`src/rtl/apx_add_pkg.sv`:
```
// Shared widths and mode encodings for the approximate-adder responder.
package apx_add_pkg;
   localparam int WIDTH_DEF  = 32;
   localparam int TRUNC      = 0;
   localparam int RND        = 1;
   localparam int PAIR_CNT_W = 32;
   localparam int MISM_CNT_W = 16;
endpackage

```
`src/rtl/apx_add_core.sv`:
```
// Combinational exact and approximate adders; the low NAB bits are truncated or bit-rounded.
module apx_add_core
   import apx_add_pkg::*;
#(
   parameter int WIDTH  = WIDTH_DEF,
   parameter int NAB    = 0,
   parameter int BT_RND = TRUNC
) (
   input  logic [WIDTH-1:0] a,
   input  logic [WIDTH-1:0] b,
   output logic [WIDTH-1:0] c_apx,
   output logic [WIDTH-1:0] c_acc
);
   localparam logic [WIDTH-1:0] LOW_MASK = (WIDTH'(1) << NAB) - WIDTH'(1);

   logic [WIDTH-1:0] a_t, b_t, a_m, b_m;

   assign c_acc = a + b;
   assign a_t   = a & ~LOW_MASK;
   assign b_t   = b & ~LOW_MASK;

   generate
      if (NAB > 0 && BT_RND == RND) begin : g_rnd
         // the dropped MSB carries into the first kept bit; may wrap to zero
         assign a_m = a_t + (WIDTH'(a[NAB-1]) << NAB);
         assign b_m = b_t + (WIDTH'(b[NAB-1]) << NAB);
      end else begin : g_trunc
         assign a_m = a_t;
         assign b_m = b_t;
      end
   endgenerate

   assign c_apx = a_m + b_m;
endmodule

```
`src/rtl/apx_add_responder.sv`:
```
// Two-stage valid/ready pipeline around apx_add_core with error statistics.
module apx_add_responder
   import apx_add_pkg::*;
#(
   parameter int WIDTH  = WIDTH_DEF,
   parameter int NAB    = 0,
   parameter int BT_RND = TRUNC
) (
   input  logic                  clk,
   input  logic                  rst,
   input  logic                  in_valid,
   output logic                  in_ready,
   input  logic [WIDTH-1:0]      in_a,
   input  logic [WIDTH-1:0]      in_b,
   input  logic                  out_ready,
   output logic                  out_valid,
   output logic [WIDTH-1:0]      out_c_apx,
   output logic [WIDTH-1:0]      out_c_acc,
   output logic [WIDTH-1:0]      out_err,
   input  logic                  clear_stats,
   output logic [PAIR_CNT_W-1:0] pair_cnt,
   output logic [MISM_CNT_W-1:0] mism_cnt,
   output logic [WIDTH-1:0]      max_abs_err
);
   logic             rdy_en, s1_valid, s2_free, out_fire;
   logic [WIDTH-1:0] s1_a, s1_b, c_apx, c_acc, err_abs;

   apx_add_core #(.WIDTH(WIDTH), .NAB(NAB), .BT_RND(BT_RND)) u_core (
      .a     (s1_a),
      .b     (s1_b),
      .c_apx (c_apx),
      .c_acc (c_acc)
   );

   assign s2_free  = !out_valid || out_ready;
   // rdy_en keeps in_ready low during reset and until the first edge after it
   assign in_ready = rdy_en && (!s1_valid || s2_free);
   assign out_fire = out_valid && out_ready;
   assign err_abs  = out_err[WIDTH-1] ? -out_err : out_err;

   always_ff @(posedge clk or posedge rst) begin
      if (rst) begin
         rdy_en   <= 1'b0;
         s1_valid <= 1'b0;
         s1_a     <= '0;
         s1_b     <= '0;
      end else begin
         rdy_en <= 1'b1;
         if (in_ready) begin
            s1_valid <= in_valid;
            if (in_valid) begin
               s1_a <= in_a;
               s1_b <= in_b;
            end
         end
      end
   end

   always_ff @(posedge clk or posedge rst) begin
      if (rst) begin
         out_valid <= 1'b0;
         out_c_apx <= '0;
         out_c_acc <= '0;
         out_err   <= '0;
      end else if (s2_free) begin
         out_valid <= s1_valid;
         if (s1_valid) begin
            out_c_apx <= c_apx;
            out_c_acc <= c_acc;
            out_err   <= c_apx - c_acc;
         end
      end
   end

   always_ff @(posedge clk or posedge rst) begin
      if (rst) begin
         pair_cnt    <= '0;
         mism_cnt    <= '0;
         max_abs_err <= '0;
      end else if (clear_stats) begin
         pair_cnt    <= '0;
         mism_cnt    <= '0;
         max_abs_err <= '0;
      end else if (out_fire) begin
         pair_cnt <= pair_cnt + PAIR_CNT_W'(1);
         if (out_err != '0 && mism_cnt != '1)
            mism_cnt <= mism_cnt + MISM_CNT_W'(1);
         if (err_abs > max_abs_err)
            max_abs_err <= err_abs;
      end
   end
endmodule

```
`config.mk`:
```
export PLATFORM = sky130hd
export DESIGN_NAME = apx_add_responder
export DESIGN_NICKNAME = d
export VERILOG_FILES = /design/src/rtl/apx_add_pkg.sv /design/src/rtl/apx_add_core.sv /design/src/rtl/apx_add_responder.sv
export SDC_FILE = /design/constraint.sdc
export NUM_CORES = 1
export LEC_CHECK = 0
export ABC_AREA = 1
export BUFFER_PORTS_ARGS = -buffer_cell sky130_fd_sc_hd__buf_2
export CAP_MARGIN = 15
export CELL_PAD_IN_SITES_DETAIL_PLACEMENT = 1
export CELL_PAD_IN_SITES_GLOBAL_PLACEMENT = 1
export CORE_MARGIN = 4
export CORE_UTILIZATION = 35
export DETAILED_ROUTE_END_ITERATION = 7
export PLACE_DENSITY_LB_ADDON = 0.1
export SYNTH_ARGS = -nofsm -noshare
export SYNTH_HDL_FRONTEND = slang
export SYNTH_SLANG_ARGS = --single-unit
```
`constraint.sdc`:
```
create_clock -name clk -period 4.8 [get_ports clk]
set_input_delay 0.48 -clock clk [delete_from_list [all_inputs] [get_ports clk]]
set_output_delay 0.48 -clock clk [all_outputs]
set_load 0.01 [all_outputs]
```
==> flow_metrics.py <==
metrics = {
    "global_routing": {
        "grt_max_degree": 80,
        "grt_pass1_wl_mm": 43.0,
        "track_usage_pct": 18.2,
        "grt_overflow": 0,
        "antenna_found_initial": 7,
        "grt_pass1_vias": 8230,
    },
    "die": {
        "die_y_um": 172,
        "core_area_um2": 26300,
        "dieWidth_um": 172,
        "start_util_pct": 35.8,
        "dieArea_um2": 29600,
        "rows": 59,
        "ios": 247,
    },
    "sta": {
        "worstMarginPinSlew_ns": 1.02,
        "hold_viol_final": 0,
        "hold_ws_ns": 0.174,
        "fmax_mhz": 406,
        "finalMaxSlewViolations": 0,
        "finalCritPeriodShare_pct": 51.3,
        "clock_skew_ns": 0.0121,
        "fin_crit_ns": 2.46,
        "relSlewSlack_pct": 31.8,
        "rsz0062_at_grt": "false",
        "finalSetupTns_ns": 0,
        "setup_viol": 0,
    },
    "place": {
        "port_buffers": 214,
        "gp_congestion": 0.848,
        "place.detailed.hpwl_mm": 21.2,
        "placed_cell_area_um2": 10300,
    },
    "clock_network": {
        "htree_num_levels": 4,
        "cts.path.max_buffers": 2,
        "cts-hold-fix-buffers": 0,
        "clkSinkCount": 150,
        "cts_setup_buffers": 0,
        "cts_tree": "done",
        "clk_latency_ns": 0.43,
        "cts_buffers": 17,
        "path_clk_slew_ns": 0.07,
        "cts_root_buf": "clkbuf_16",
        "cts-resized-gates": 0,
    },
    "synth": {
        "synth-edff-count": 0,
        "postSynthAreaPerCell_um2": 7.71,
        "ys_warn_count": 0,
        "async_flop_share_pct": 100,
        "syn_area_um2": 9400,
        "synth_top_flop_cell": "dfrtp_1",
        "yosysUniqueCellTypes": 41,
        "synth_seq_cells": 150,
        "syn_inst": 1219,
        "yosysSeqAreaShare_pct": 39.9,
    },
    "layout": {
        "final_layout_size_suffix_gt1_share_pct": 24.3,
        "multi_input_area_um2": 4280,
        "layout.nets": 1480,
        "n_antenna_cell": 0,
        "final_area_um2": 10900,
        "nFillCells": 3324,
        "seq_area_um2": 3750,
        "syn2layout_area_growth_pct": 15.6,
    },
    "detailed_routing": {
        "drc": 0,
        "first_iter_violations": 312,
        "wire_per_inst_um": 15.4,
        "drt_pass1_iterations": 4,
        "routed_wl_mm": 26.5,
        "vias": 7992,
        "viasPerCell": 4.64,
        "ant_nets": 0,
    },
    "critical_path": {
        "critPathMaxFanout": 45,
        "critPathRequiredTime_ns": 5.11,
        "worstPathArrival_ns": 2.77,
        "cp_top_family": "simple AND/OR/NAND/NOR gates",
        "crit_slowest_cell": "nand2_2",
        "critical_path.endpoint_type": "flop",
        "worst-path-buf-inv": 3,
        "worstPathCellList": "inv_1, nor2_1, nand2_1, nand2_1, inv_1, nand2_2, buf_4, mux2_2",
        "max_stage_delay_ns": 0.74,
        "start_kind": "flop",
        "path_class": "flop to flop",
    },
    "power_and_ir_drop": {
        "ir_drop_mv": 0.175,
        "leakage_nw": 5.98,
        "power_density_nw_per_um2": 461,
    },
    "flow_run": {
        "maxCapViolations": 0,
    },
    "run_status": {
        "status": "complete, no violations",
    },
    "hold_path": {
        "hp-class": "input port to async pin",
    },
}
==> cells in the mapped netlist, types with 2 or more instances <==
master,n,area [um^2]
dfrtp_1,150,3750
nand2_1,348,1310
inv_1,183,687
conb_1,2,7.51
nor2_2,3,18.8
o21ai_0,31,155
buf_2,4,20.0
o21bai_1,4,30.0
buf_4,94,706
nand3_1,65,325
nor2_4,4,45.0
buf_1,3,11.3
nand2_2,5,31.3
nor2_1,104,390
nand4_1,13,81.3
clkbuf_1,8,30.0
nor3_2,4,40.0
xnor2_1,13,114
nor3_1,22,110
ha_1,33,413
a21o_1,3,22.5
mux2_2,62,698
and3_1,3,18.8
buf_6,3,33.8
a21oi_1,35,175
nand3b_1,5,37.5
==> final cells by class <==
cell class	instances	area share, %
well taps	335	3.85
repair buffers	219	10.2
inverters	184	6.40
clock buffers	17	3.91
multi-input cells	805	39.4
flip-flops and latches	150	34.5
clock inverters	14	1.76
==> cell families after synthesis <==
logic type	synth area share (%)
AO/OA/AOI/OAI	4.54
other	0.0799
adder cells (fa/ha/maj)	4.60
XOR/XNOR	1.30
buffers and inverters	15.9
multiplexers	7.43
flip-flops	39.9
AND/OR/NAND/NOR	26.3
==> worst paths after layout <==
check,from,slack [ns],depth (start not counted),end
worst max-delay path,out_valid$_DFFE_PP0N_,2.34,8,s1_a[21]$_DFFE_PP0P_
worst min-delay path,rst,0.17,2,out_valid$_DFFE_PP0N_
worst max register to register,out_valid$_DFFE_PP0N_,2.34,8,s1_a[21]$_DFFE_PP0P_
worst min register to register,mism_cnt[7]$_DFFE_PP0P_,0.48,2,mism_cnt[7]$_DFFE_PP0P_
max in group asynchronous,rst,3.56,3,out_c_acc[24]$_DFFE_PP0P_
min in group clk,out_ready,0.28,2,out_valid$_DFFE_PP0N_
==> layout by cell type (no fill, tap or decap), types with 3 or more instances in the layout <==
cell type    n
buf_4        5
and3_1       3
nor3_1      22
a21o_1       3
nand4_1     13
nand3_1     65
o21bai_1     4
buf_2      214
bufinv_16    3
conb_1      34
o21ai_0     31
a21oi_1     35
nor2_4       4
inv_6        7
inv_1      182
clkbuf_16   17
xnor2_1     13
mux2_2      62
nand2_2      6
nand3b_1     5
nand2_1    347
nor2_1     104
nor2_2       3
nor3_2       4
dfrtp_1    150
ha_1        33
==> power breakdown <==
| part | total [mW] | internal [mW] | leakage (nW) | switching (mW) |
|---|---|---|---|---|
| combinational | 1.91 | 0.729 | 3.79 | 1.18 |
| sequential | 1.66 | 1.51 | 1.89 | 0.154 |
| clock | 1.44 | 0.834 | 0.300 | 0.609 |
==> per-layer routing <==
layer  wire length [um]  track usage [%]  part of all wire (%)
met1              11900             23.6                    45
met2              12900             31.5                    49
met3               1240             3.93                   4.7
met4                309             4.00                   1.2
met5                 93                0                  0.35
==> through the flow <==
stage	power, mW	cells	setup WS [ns]	util (%)
after floorplan	3.12	1251	0.284	-
after global placement	3.58	1693	2.17	39.0
after detailed placement	3.63	1693	2.11	39.0
after CTS	5.10	1724	2.30	41.4
final	5.01	1724	2.34	41.4
after global routing	5.43	1724	2.09	41.4
==> registers in the layout, indices dropped and copies added (netlist names) <==
name         cells
max_abs_err      3
mism_cnt        16
out_c_acc       32
out_valid        1
pair_cnt        32
rdy_en           1
s1_a            32
s1_b            32
s1_valid         1
No activity file was read; power rests on OpenSTA's default activity.
